### src/rtl/spi_ram_arb_pkg.sv
// Shared types and constants for the SPI RAM arbiter.
// - state_t : sequencer states (IDLE, ADDR, DATA, RCMD, WAIT, DONE)
// - OP_*    : RAM command opcodes, placed in the top two bits of the command word
// - CMD_W   : RAM command word width
// - make_cmd: packs an opcode and an 8-bit payload into one command word
package spi_ram_arb_pkg;

  localparam int CMD_W = 10;

  localparam logic [1:0] OP_WR_ADDR = 2'b00;
  localparam logic [1:0] OP_WR_DATA = 2'b01;
  localparam logic [1:0] OP_RD_ADDR = 2'b10;
  localparam logic [1:0] OP_RD_DATA = 2'b11;

  typedef enum logic [2:0] {
    IDLE = 3'd0,
    ADDR = 3'd1,
    DATA = 3'd2,
    RCMD = 3'd3,
    WAIT = 3'd4,
    DONE = 3'd5
  } state_t;

  function automatic logic [CMD_W-1:0] make_cmd(input logic [1:0] op, input logic [7:0] payload);
    return {op, payload};
  endfunction

endpackage

### src/rtl/spi_ram_arbiter_rr_arb2.sv
// Two-request round-robin arbiter.
// Ports:
//   clk, rst_n  : clock, synchronous active-low reset
//   req[1:0]    : request lines
//   mask[1:0]   : requests to ignore this cycle
//   advance     : a grant is being taken; remember who won
//   gnt[1:0]    : one-hot grant (combinational from req/mask/last-grant)
module rr_arb2 (
  input  logic       clk,
  input  logic       rst_n,
  input  logic [1:0] req,
  input  logic [1:0] mask,
  input  logic       advance,
  output logic [1:0] gnt
);

  // 1 = master 1 was granted last. Resets to 1 so master 0 wins the first tie.
  logic       r_last;
  logic [1:0] w_eligible;

  always_comb begin
    w_eligible = req & ~mask;
    gnt        = w_eligible;
    if (w_eligible == 2'b11) begin
      gnt = r_last ? 2'b01 : 2'b10;
    end
  end

  always_ff @(posedge clk) begin
    if (!rst_n) begin
      r_last <= 1'b1;
    end else if (advance && (gnt != 2'b00)) begin
      r_last <= gnt[1];
    end
  end

endmodule

### src/rtl/spi_ram_arbiter.sv
// Two-master arbiter and command sequencer for a single-port RAM with a
// 10-bit command interface. Each granted transaction becomes an address
// command followed by a data (write) or read-data (read) command; read data
// comes back on ram_tx_valid/ram_dout, bounded by RD_TIMEOUT cycles.
// Ports:
//   clk, rst_n                         : clock, synchronous active-low reset
//   mX_req/we/addr/wdata               : master X request (held until ack)
//   mX_ack/rdata/err                   : master X completion pulse and read result
//   ram_din, ram_rx_valid              : command word and strobe to the RAM
//   ram_dout, ram_tx_valid             : read data and strobe from the RAM
//   busy                               : sequencer not idle
// Every output is a register; command/ack values are computed from the next
// state so they line up with the state they belong to.
module spi_ram_arbiter
  import spi_ram_arb_pkg::*;
#(
  parameter int ADDR_SIZE  = 8,
  parameter int RD_TIMEOUT = 4
) (
  input  logic                 clk,
  input  logic                 rst_n,
  input  logic                 m0_req,
  input  logic                 m0_we,
  input  logic [ADDR_SIZE-1:0] m0_addr,
  input  logic [7:0]           m0_wdata,
  output logic                 m0_ack,
  output logic [7:0]           m0_rdata,
  output logic                 m0_err,
  input  logic                 m1_req,
  input  logic                 m1_we,
  input  logic [ADDR_SIZE-1:0] m1_addr,
  input  logic [7:0]           m1_wdata,
  output logic                 m1_ack,
  output logic [7:0]           m1_rdata,
  output logic                 m1_err,
  output logic [CMD_W-1:0]     ram_din,
  output logic                 ram_rx_valid,
  input  logic [7:0]           ram_dout,
  input  logic                 ram_tx_valid,
  output logic                 busy
);

  localparam logic [3:0] TO_LAST = 4'(RD_TIMEOUT - 1);

  state_t                 r_state, w_state_next;
  logic                   r_we, r_owner;
  logic [ADDR_SIZE-1:0]   r_addr;
  logic [7:0]             r_wdata;
  logic [3:0]             r_cnt, w_cnt_next;
  logic [1:0]             r_mask;
  logic [CMD_W-1:0]       r_ram_din, w_cmd_next;
  logic                   r_rx_valid, w_rx_valid_next;
  logic                   r_busy, r_m0_ack, r_m1_ack, r_m0_err, r_m1_err;
  logic [7:0]             r_m0_rdata, r_m1_rdata;
  logic [1:0]             w_gnt;
  logic                   w_sel_we, w_ack_next, w_res_err;
  logic [ADDR_SIZE-1:0]   w_sel_addr;
  logic [7:0]             w_sel_wdata, w_res_data;

  rr_arb2 u_arb (
    .clk     (clk),
    .rst_n   (rst_n),
    .req     ({m1_req, m0_req}),
    .mask    (r_mask),
    .advance (r_state == IDLE),
    .gnt     (w_gnt)
  );

  assign w_sel_we    = w_gnt[1] ? m1_we    : m0_we;
  assign w_sel_addr  = w_gnt[1] ? m1_addr  : m0_addr;
  assign w_sel_wdata = w_gnt[1] ? m1_wdata : m0_wdata;

  always_comb begin
    w_state_next    = r_state;
    w_cmd_next      = '0;
    w_rx_valid_next = 1'b0;
    w_cnt_next      = r_cnt;
    w_res_data      = 8'h00;
    w_res_err       = 1'b0;
    case (r_state)
      IDLE: begin
        if (w_gnt != 2'b00) begin
          w_state_next    = ADDR;
          w_rx_valid_next = 1'b1;
          w_cmd_next      = make_cmd(w_sel_we ? OP_WR_ADDR : OP_RD_ADDR, 8'(w_sel_addr));
        end
      end
      ADDR: begin
        w_rx_valid_next = 1'b1;
        if (r_we) begin
          w_state_next = DATA;
          w_cmd_next   = make_cmd(OP_WR_DATA, r_wdata);
        end else begin
          w_state_next = RCMD;
          w_cmd_next   = make_cmd(OP_RD_DATA, 8'h00);
        end
      end
      DATA: w_state_next = DONE;
      RCMD: begin
        w_state_next = WAIT;
        w_cnt_next   = 4'd0;
      end
      WAIT: begin
        // A response in the last allowed cycle still wins over the timeout.
        if (ram_tx_valid) begin
          w_state_next = DONE;
          w_res_data   = ram_dout;
        end else if (r_cnt == TO_LAST) begin
          w_state_next = DONE;
          w_res_err    = 1'b1;
        end else begin
          w_cnt_next = r_cnt + 4'd1;
        end
      end
      DONE:    w_state_next = IDLE;
      default: w_state_next = IDLE;
    endcase
  end

  assign w_ack_next = (w_state_next == DONE);

  always_ff @(posedge clk) begin
    if (!rst_n) begin
      r_state    <= IDLE;
      r_we       <= 1'b0;
      r_owner    <= 1'b0;
      r_addr     <= '0;
      r_wdata    <= 8'h00;
      r_cnt      <= 4'd0;
      r_mask     <= 2'b00;
      r_ram_din  <= '0;
      r_rx_valid <= 1'b0;
      r_busy     <= 1'b0;
      r_m0_ack   <= 1'b0;
      r_m1_ack   <= 1'b0;
      r_m0_err   <= 1'b0;
      r_m1_err   <= 1'b0;
      r_m0_rdata <= 8'h00;
      r_m1_rdata <= 8'h00;
    end else begin
      r_state    <= w_state_next;
      r_cnt      <= w_cnt_next;
      r_ram_din  <= w_cmd_next;
      r_rx_valid <= w_rx_valid_next;
      r_busy     <= (w_state_next != IDLE);
      r_m0_ack   <= w_ack_next && !r_owner;
      r_m1_ack   <= w_ack_next && r_owner;
      // The just-acked master is ignored for one IDLE cycle so it can drop req.
      r_mask     <= (r_state == DONE) ? (r_owner ? 2'b10 : 2'b01) : 2'b00;
      if ((r_state == IDLE) && (w_gnt != 2'b00)) begin
        r_we    <= w_sel_we;
        r_owner <= w_gnt[1];
        r_addr  <= w_sel_addr;
        r_wdata <= w_sel_wdata;
      end
      // Read data only changes on a read ack; err is cleared by any ack.
      if (w_ack_next) begin
        if (r_owner) begin
          r_m1_err <= w_res_err;
          if (!r_we) r_m1_rdata <= w_res_data;
        end else begin
          r_m0_err <= w_res_err;
          if (!r_we) r_m0_rdata <= w_res_data;
        end
      end
    end
  end

  assign ram_din      = r_ram_din;
  assign ram_rx_valid = r_rx_valid;
  assign busy         = r_busy;
  assign m0_ack       = r_m0_ack;
  assign m1_ack       = r_m1_ack;
  assign m0_rdata     = r_m0_rdata;
  assign m1_rdata     = r_m1_rdata;
  assign m0_err       = r_m0_err;
  assign m1_err       = r_m1_err;

endmodule

### config.mk
export PLATFORM = sky130hd
export DESIGN_NAME = spi_ram_arbiter
export DESIGN_NICKNAME = d
export VERILOG_FILES = /design/src/rtl/spi_ram_arb_pkg.sv /design/src/rtl/spi_ram_arbiter_rr_arb2.sv /design/src/rtl/spi_ram_arbiter.sv
export SDC_FILE = /design/constraint.sdc
export NUM_CORES = 1
export LEC_CHECK = 0
export ABC_AREA = 1
export CAP_MARGIN = 20
export CORE_MARGIN = 2
export CORE_UTILIZATION = 49
export DETAILED_ROUTE_END_ITERATION = 16
export PLACE_DENSITY = 0.85
export RECOVER_POWER = 25
export SLEW_MARGIN = 40
export SYNTH_ARGS = -nofsm -noshare
export SYNTH_HDL_FRONTEND = slang
export SYNTH_SLANG_ARGS = --single-unit
### constraint.sdc
create_clock -name clk -period 2.5 [get_ports clk]
set_clock_uncertainty 0.2 [all_clocks]
set_input_delay 0.5 -clock clk [delete_from_list [all_inputs] [get_ports clk]]
set_output_delay 0.5 -clock clk [all_outputs]
set_load 0.01 [all_outputs]
* Yosys cells after proc, flatten, opt, wreduce, memory -nomap -nowiden
Index checks and enable logic that the tools add are counted.
** Storage, ports and cells
- Flip-flop bits (word level) :: 52
- Input bits :: 47
- Output and inout bits :: 32
- Word-level logic and storage cells :: 70
** Cells by class
- Add/sub/neg operators :: 1
- Eq/ne operators :: 10
- Mux-type cells :: 25
- Bitwise operators :: 4
- Reductions and logical operators :: 14
** Operators with widths (count)
- 2-to-1 mux 8 bit :: 4
- 2-to-1 mux 10 bit :: 2
- one-hot mux 10 bit (2 select lines) :: 1
- one-hot mux 3 bit (5 select lines) :: 1
- == test 3 bit (second input constant) :: 3
- 2-to-1 mux 3 bit :: 3
- AND reduction 3 bit :: 3
- 2-to-1 mux 2 bit :: 4
- 2-to-1 mux 4 bit :: 2
- one-hot mux 4 bit (2 select lines) :: 1
- == test 3 x 2 -> 1 bit (second input constant) :: 2
- 2-to-1 mux 1 bit :: 6
- AND reduction 2 bit :: 3
- adder 4 x 1 -> 4 bit (second input constant) :: 1
- == test 4 x 2 -> 1 bit (second input constant) :: 1
- != test 2 bit (second input constant) :: 2
- nonzero test 2 bit :: 2
- == test 3 x 1 -> 1 bit (second input constant) :: 1
- logical AND 1 bit :: 3
- zero test 3 bit :: 1
- nonzero test 3 bit :: 1
- AND 2 bit :: 1
- == test 2 bit (second input constant) :: 1
- inverter 1 bit :: 2
- 3 further kinds :: 3

* Longest topological paths before layout
Gate-level depths: netlist (run 1).
- Word-level depth :: 9
- Mapped depth :: 10
- Depth with buffers taken out :: 10

* Hierarchy
A second synthesis (run 1) with hierarchy kept.
** Second synthesis, totals
- Cell total of the unflattened synthesis :: 339
- Area total of the unflattened synthesis :: 2352.3 um^2
** By module, submodules not included
- spi_ram_arbiter :: times used 1, cells an instance 325, area an instance 2273.4 um^2, seq. area each 1021.0 um^2
- rr_arb2 :: times used 1, cells an instance 14, area an instance 78.8 um^2, seq. area each 20.0 um^2

* Worst setup path before layout (run 1)
Ideal clock, no wire load.
- Path kind :: input -> register
- Start point :: input m1_req
- End point :: register r_wdata[3]
- Setup time :: 0.116 ns
- Data arrival time :: 1.345 ns
- Data required time :: 2.184 ns
- Path slack :: 0.839 ns
- Cell stages on the path :: 9
- Buffers on the path :: 1
- Path through :: nand2_1 -> inv_1 -> nand2_2 -> clkinv_1 -> buf_2 -> nand2_1 -> nand3_1 -> o211ai_1 -> inv_1
** On the way
- Word-level cells in the longest chain between the ends :: 5
- Elaborated cells between the ends (all ways) :: 6
- Those cells by class :: eq/ne: 1; mux: 2; bitwise: 1; reduce/logical: 2
** Ends and longest elaborated chain
- start, declared :: line spi_ram_arbiter.sv:29 : input logic m1_req,
- AND 2 bit * :: line spi_ram_arbiter_rr_arb2.sv:22 : w_eligible = req & ~mask;
- == test 2 bit :: line spi_ram_arbiter_rr_arb2.sv:24 : if (w_eligible == 2'b11) begin
- 2-to-1 mux 2 bit * :: line spi_ram_arbiter_rr_arb2.sv:24
- nonzero test 2 bit :: line spi_ram_arbiter.sv:150 : if ((r_state == IDLE) && (w_gnt != 2'b00)) begin
- logical AND 1 bit :: line spi_ram_arbiter.sv:150
- end signal, assigned :: line spi_ram_arbiter.sv:154 : r_wdata <= w_sel_wdata;
- end, declared :: line spi_ram_arbiter.sv:48 : logic [7:0] r_wdata;
Mark *: on every way between the ends. The rest lies on a longest branch, timed or not.
A chain may end at the register's enable or synchronous reset.

* Final worst setup path (run 1)
- Start point :: input m0_req
- End point :: register r_ram_din[9] (netlist: ram_din[9])
** On the way
- Word-level cells in the longest chain between the ends :: 7
- Elaborated cells between the ends (all ways) :: 8
- Those cells by class :: eq/ne: 1; mux: 5; bitwise: 1; reduce/logical: 1
** Ends and longest elaborated chain
- start, declared :: line spi_ram_arbiter.sv:22 : input logic m0_req,
- AND 2 bit * :: line spi_ram_arbiter_rr_arb2.sv:22
- == test 2 bit :: line spi_ram_arbiter_rr_arb2.sv:24
- 2-to-1 mux 2 bit * :: line spi_ram_arbiter_rr_arb2.sv:24
- 2-to-1 mux 1 bit :: line spi_ram_arbiter.sv:69 : assign w_sel_we = w_gnt[1] ? m1_we : m0_we;
- 2-to-1 mux 2 bit :: line spi_ram_arbiter.sv:85 : w_cmd_next = make_cmd(w_sel_we ? OP_WR_ADDR : OP_RD_ADDR, 8'(w_sel_addr));
- 2-to-1 mux 10 bit * :: line spi_ram_arbiter.sv:82 : if (w_gnt != 2'b00) begin
- one-hot mux 10 bit (2 select lines) * :: line spi_ram_arbiter.sv:80 : case (r_state)
- end signal, assigned :: line spi_ram_arbiter.sv:143 : r_ram_din <= w_cmd_next;
- end, declared :: line spi_ram_arbiter.sv:51 : logic [CMD_W-1:0] r_ram_din, w_cmd_next;
Marked as above.

==> results.py, run 1 <==
metrics = {
    "sta": {
        "setup_viol": 0,
        "final.period_utilization_pct": 85.37,
        "maxSlewHeadroom_pct": 55.84,
        "tns_ns": 0,
        "finalHoldViolCount": 0,
        "drv_slew": 0,
        "rsz0062_at_grt": "no",
        "finalCriticalPeriod_ns": 2.134,
        "timing.hold.ws_ns": 0.2759,
        "tightestPinTransition_ns": 0.6608,
        "fmax_mhz": 468.5,
    },
    "power_and_ir_drop": {
        "p_total_w": 0.002396,
        "peakVddDrop_mv": 0.4643,
        "p_leak_nw": 1.511,
        "cellPowerDensity_nw_per_um2": 724.0,
    },
    "final_layout": {
        "drive_gt1_share_pct": 5.140,
        "utilization_pct": 70.53,
        "final_nets": 475,
        "area_delta_synth_final_pct": 39.80,
        "instances_no_fill": 482,
        "antennaDiodeCount": 0,
    },
    "worst_setup_path": {
        "startpoint_type": "input port",
        "path_max_fanout": 18,
        "cpMostUsedCell": "nand2_1",
        "path_buf_inv": 3,
        "slowest_delay_ns": 0.48,
        "worstPathArrival_ns": 2.15,
        "worst-endpoint-required_ns": 2.51,
        "cp-end-kind": "flop",
        "worst_path_dominant_cell_family": "buffers and inverters",
        "path_cells": "clkdlybuf4s50_1 > nand3_1 > nand2_2 > clkinv_1 > nand2_1 > nand2_1 > inv_1 > nand2_1 > a21oi_1",
        "crit_type": "in2reg",
        "slowest_stage": "clkdlybuf4s50_1",
    },
    "clock_network": {
        "cts_tree": "built",
        "cts_htree_levels": 2,
        "clock_path_buffers": 2,
        "cts.sinks": 52,
        "ctsResizeCount": 0,
        "cts_buffers": 5,
        "clkTransAtPathRegs_ns": 0.09,
        "clockRootBuffer": "clkbuf_8",
        "holdBufCountCts": 0,
        "postCtsSetupRepairBufs": 0,
        "clock_latency_ns": 0.30,
    },
    "routing": {
        "routed_via_density": 4.977,
        "first_iter_violations": 166,
        "wl_per_cell_um": 12.04,
        "drc": 0,
        "firstDrtPassIters": 4,
        "vias": 2399,
        "wl_um": 5805,
        "ant_nets": 0,
    },
    "logic_synthesis": {
        "synth.mux.area_fraction_pct": 0,
        "synth_top_cell_by_area": "dfxtp_1",
        "syn_avg_cell_area_um2": 6.783,
        "synth_cell_types": 26,
        "synth_top_family_by_area": "simple AND/OR/NAND/NOR gates",
        "ys_seq_area_share_pct": 43.97,
        "yosysTopAreaCellShare_pct": 43.97,
        "syn_area_um2": 2367,
        "syn_nets": 397,
        "synth_compound_area_share_pct": 8.879,
        "synthCells": 349,
        "netlist_top_cells_area": "dfxtp_1 44%, nand2_1 14%, inv_1 8.7%, nor2_1 8.6%, nand4_1 3.7%",
        "ys_ff_latch": 52,
        "synthSimpleGateAreaFrac_pct": 34.62,
        "yosysWarnings": 0,
        "synth_xor_area_share_pct": 0,
        "synthAdderAreaFrac_pct": 0.5285,
    },
    "die": {
        "fp.dieH_um": 73.51,
        "die-area_um2": 5403,
        "initial_core_util_pct": 50.45,
        "die_w_um": 73.51,
        "io_pins": 79,
        "coreArea_um2": 4692,
        "row_count": 25,
    },
    "place": {
        "dp_cells": 474,
        "io_buffer_count": 78,
        "place.detailed.hpwl_um": 4207,
        "gp_congestion": 0.8408,
    },
    "flow_run": {
        "drv_cap": 0,
    },
    "global_routing": {
        "grt_remaining_overflow": 0,
        "grt_pass1_vias": 2295,
        "track_usage_pct": 22.97,
        "grt_start_max_net_pins": 34,
        "antenna_found_initial": 0,
        "grt_pass1_wl_um": 9867,
    },
    "outcome": {
        "status": "finished, final reports clean",
    },
    "worst_hold_path": {
        "hold_class": "reg2reg",
    },
}
state kept, by name, summed over array words and instances, names as in the netlist:
| signal | count |
|---|---|
| busy | 1 |
| m0_ack | 1 |
| m0_err | 1 |
| m0_rdata | 8 |
| m1_ack | 1 |
| m1_err | 1 |
| m1_rdata | 8 |
| r_cnt | 4 |
| r_mask | 2 |
| r_owner | 1 |
| r_state | 3 |
| r_wdata | 8 |
| r_we | 1 |
| ram_din | 10 |
| ram_rx_valid | 1 |
| u_arb.r_last | 1 |
worst paths after layout:
check,slack (ns),startpoint,depth (start not counted),endpoint
hold reg to reg,0.28,r_wdata[5]$_SDFFE_PN0P_,2,ram_din[5]$_SDFF_PN0_
hold / removal,0.28,r_wdata[5]$_SDFFE_PN0P_,2,ram_din[5]$_SDFF_PN0_
setup reg to reg,0.55,r_state[0]$_SDFF_PN0_,7,m1_rdata[3]$_SDFFE_PN0P_
setup / recovery,0.37,m0_req,9,ram_din[9]$_SDFF_PN0_
cells in the final DEF, fill, tap and decap left out, drive strengths merged:
master	instances
buf	5
o211a	1
clkbuf	7
nand3b	1
nand3	19
nor3	3
dlygate4sd3	15
nand2	93
nand4	14
a21oi	16
inv	56
bufinv	1
clkinv	3
dfxtp	52
ha	1
o21ai	12
o211ai	8
and3	1
nor2	57
clkdlybuf4s50	63
cell usage after synthesis, drive strengths merged:
cell type / number
nand2: 93
nor2: 57
inv: 56
dfxtp: 52
nand3: 19
a21oi: 16
nand4: 14
o21ai: 12
buf: 9
o211ai: 8
clkbuf: 4
nor3: 3
clkinv: 2
and3: 1
ha: 1
nand3b: 1
o211a: 1
stage by stage:
step                      setup WS (ns)  instance area, um2
after global placement           0.2423                3194
after global routing             0.2691                3309
after CTS                        0.3830                3316
final                            0.3657                3309
after detailed placement         0.1992                3194
after floorplan                  0.8385                2367
power breakdown:
group          switching (W)  internal, W  leakage (nW)
logic               0.000440     0.000333          1.02
registers          0.0000710     0.000950         0.425
clock network       0.000274     0.000327        0.0614
total               0.000785      0.00161          1.51
logic make-up (layout without fill, tap and decap cells):
kind of cell	count (synthesis)	in the layout
AO/OA/AOI/OAI	37	37
adder cells (fa/ha/maj)	1	1
buffers and inverters	71	150
flip-flops	52	52
AND/OR/NAND/NOR	188	188
layout make-up:
cell class | count | area, um2
fill | 406 | 1383
sequential | 52 | 1041
multi-input combinational | 226 | 1040
timing repair buffer | 84 | 822.0
inverter | 58 | 217.7
clock buffer | 6 | 82.58
tap | 54 | 67.56
clock inverter | 2 | 38.79
routing by layer:
metal | vias up | routed length [um] | global-route usage [%]
met1 | 1078 | 2592 | 29.17
met5 | - | 0 | 0
met2 | 73 | 2847 | 38.49
met4 | 0 | 80 | 8.485
li1 | 1238 | - | -
met3 | 10 | 284 | 4.527
worst register-to-register path, delay by kind of cell, from the launching register on:
family / cells / cell delay [ns]
AND/OR/NAND/NOR: 6 / 1.25
buffers and inverters: 1 / 0.04
flip-flops: 1 / 0.39
(Power assumes the default switching activity.)
==> run 2, diff against run 1 <==
Settings changed: CORE_UTILIZATION 49 to 45, PLACE_DENSITY 0.85 to 0.79.
Clock period 2.5 ns to 2.2 ns, I/O delays scaled along.
==> run 2 against run 1 <==
Net effect:
- sequential share of layout area fell by 0.51 points
- register-to-register slack got worse by 0.24 ns
- global-route usage fell by 1.9 points
- first-iteration DRC count fell by 24%
- largest cell class unchanged
==> results.py, run 2 (synthesized netlist as in run 1, its figures left out) <==
metrics = {
    "sta": {
        "rsz0062_at_grt": "no",
        "tns_ns": 0,
        "setup_viol": 0,
        "fmax_mhz": 530.2,
        "tightestPinTransition_ns": 0.5423,
        "finalCriticalPeriod_ns": 1.886,
        "final.period_utilization_pct": 85.73,
        "finalHoldViolCount": 0,
        "maxSlewHeadroom_pct": 63.71,
        "drv_slew": 0,
    },
    "place": {
        "io_buffer_count": 78,
        "place_area_um2": 3277,
        "place.detailed.hpwl_um": 4497,
        "gp_congestion": 0.8531,
    },
    "worst_setup_path": {
        "r2r_setup_slack_ns": 0.31,
        "path_max_fanout": 10,
        "crit_type": "reg2reg",
        "startpoint_type": "flop",
        "worst-endpoint-required_ns": 2.25,
        "cp-end-kind": "flop",
        "critPathLaunch": "r_state[0]$_SDFF_PN0_",
        "worstPathArrival_ns": 1.94,
        "reg2reg_depth": 9,
        "r2r-end": "m0_rdata[2]$_SDFFE_PN0P_",
        "r2r_start": "r_state[0]$_SDFF_PN0_",
    },
    "power_and_ir_drop": {
        "combinationalPowerShare_pct": 34.8,
        "cellPowerDensity_nw_per_um2": 794.4,
        "p_seq_share_pct": 43.4,
        "p_int_w": 0.001782,
        "switching_power_w": 0.0008903,
        "sw_frac_of_total_pct": 33.31,
        "peakVddDrop_mv": 0.4681,
        "power.share.clock_pct": 21.8,
        "p_leak_nw": 1.522,
    },
    "routing": {
        "drc": 0,
        "ant_nets": 0,
        "wl_per_cell_um": 11.80,
        "routed_via_density": 4.831,
        "wl_um": 5926,
        "first_iter_violations": 126,
        "firstDrtPassIters": 5,
        "vias": 2425,
    },
    "clock_network": {
        "cts_tree": "built",
        "cts_htree_levels": 2,
        "cts_buffers": 5,
        "clock_path_buffers": 2,
        "cts.sinks": 52,
        "clock_latency_ns": 0.31,
        "clockRootBuffer": "clkbuf_8",
        "ctsResizeCount": 0,
        "postCtsSetupRepairBufs": 0,
        "clkTransAtPathRegs_ns": 0.09,
        "holdBufCountCts": 0,
    },
    "die": {
        "die_w_um": 76.53,
        "row_count": 26,
        "die-area_um2": 5857,
        "fp.dieH_um": 76.53,
        "io_pins": 79,
        "initial_core_util_pct": 46.35,
        "coreArea_um2": 5107,
    },
    "final_layout": {
        "fill_cells": 460,
        "final_common_cell": "nand2_1",
        "antennaDiodeCount": 0,
        "multi_input_area_um2": 1037,
        "final_nets": 480,
        "final_cell_mix": "91 x nand2_1, 67 x clkdlybuf4s50_1, 55 x inv_1, 55 x nor2_1, 52 x dfxtp_1",
        "drive_gt1_share_pct": 5.787,
        "largest_reg_flops": 10,
        "area_delta_synth_final_pct": 42.12,
        "stdcell_area_um2": 3364,
        "seqCellArea_um2": 1041,
    },
    "outcome": {
        "status": "finished, final reports clean",
    },
    "worst_hold_path": {
        "hold_depth": 2,
        "holdPathEnd": "u_arb.r_last$_SDFFE_PN1P_",
        "hold_class": "reg2reg",
        "hold_start": "u_arb.r_last$_SDFFE_PN1P_",
    },
    "global_routing": {
        "grt_start_max_net_pins": 26,
        "grt_pass1_vias": 2278,
        "antenna_found_initial": 0,
        "track_usage_pct": 21.06,
        "grt_pass1_wl_um": 10030,
        "grt_remaining_overflow": 0,
    },
    "flow_run": {
        "drv_cap": 0,
    },
}
==> run 2: changes by cell type in the layout (fill, tap and decap cells not counted), sizes merged <==
cell	before	now
clkdlybuf4s50	63	67
clkinv	3	2
clkbuf	7	8
buf	5	10
dlygate4sd3	15	11
bufinv	1	0
==> run 2: area by class of cell <==
cell class | instances | share of cell area [%]
flip-flops and latches | 52 | 30.94
multi-input cells | 226 | 30.83
repair buffers | 89 | 26.29
inverters | 58 | 6.471
clock buffers | 7 | 2.864
well taps | 70 | 2.603
==> run 2: worst max path at each step <==
stage                                     endpoint  slack [ns]
final                     m0_rdata[2]$_SDFFE_PN0P_        0.31
after global routing      m0_rdata[6]$_SDFFE_PN0P_        0.12
after CTS                              m0_rdata[2]        0.32
after detailed placement   r_wdata[0]$_SDFFE_PN0P_        0.04
after global placement     r_wdata[1]$_SDFFE_PN0P_        0.07
after floorplan            r_wdata[3]$_SDFFE_PN0P_        0.60
==> run 2: critical path, stage by stage (launching register included) <==
cell and delay (ns):
dfxtp_1 0.44, nor2_1 0.10, nand2_1 0.22, inv_2 0.08
nand2_1 0.09, nand3_2 0.23, buf_4 0.25, nand4_1 0.09
nand2_1 0.06, nor2_1 0.08
==> run 2: power groups by stage <==
stage | Clock, W | Combinational (W) | Sequential (W)
after detailed placement | 0 | 0.000940 | 0.00118
after CTS | 0.000597 | 0.000944 | 0.00116
after global placement | 0 | 0.000916 | 0.00118
after floorplan | 0 | 0.000529 | 0.00120
final | 0.000584 | 0.000929 | 0.00116
after global routing | 0.000641 | 0.00103 | 0.00118
==> run 2: per-stage QoR <==
step | util (%) | setup WS [ns] | power (W) | std cells | hold slack, ns
after floorplan | - | 0.5985 | 0.001734 | 349 | 0.2427
after global placement | 64.16 | 0.06692 | 0.002095 | 495 | 0.2596
after detailed placement | 64.16 | 0.04233 | 0.002123 | 495 | 0.2616
after CTS | 66.05 | 0.3189 | 0.002703 | 502 | 0.2797
after global routing | 65.87 | 0.1193 | 0.002850 | 502 | 0.3109
final | 65.87 | 0.3139 | 0.002673 | 502 | 0.2796
==> run 2: per-layer routing <==
layer  share of wire, %  GRT usage [%]
met2                 50          36.37
met3                3.9          4.384
met5                  0              0
met1                 44          25.50
met4                1.9          8.545
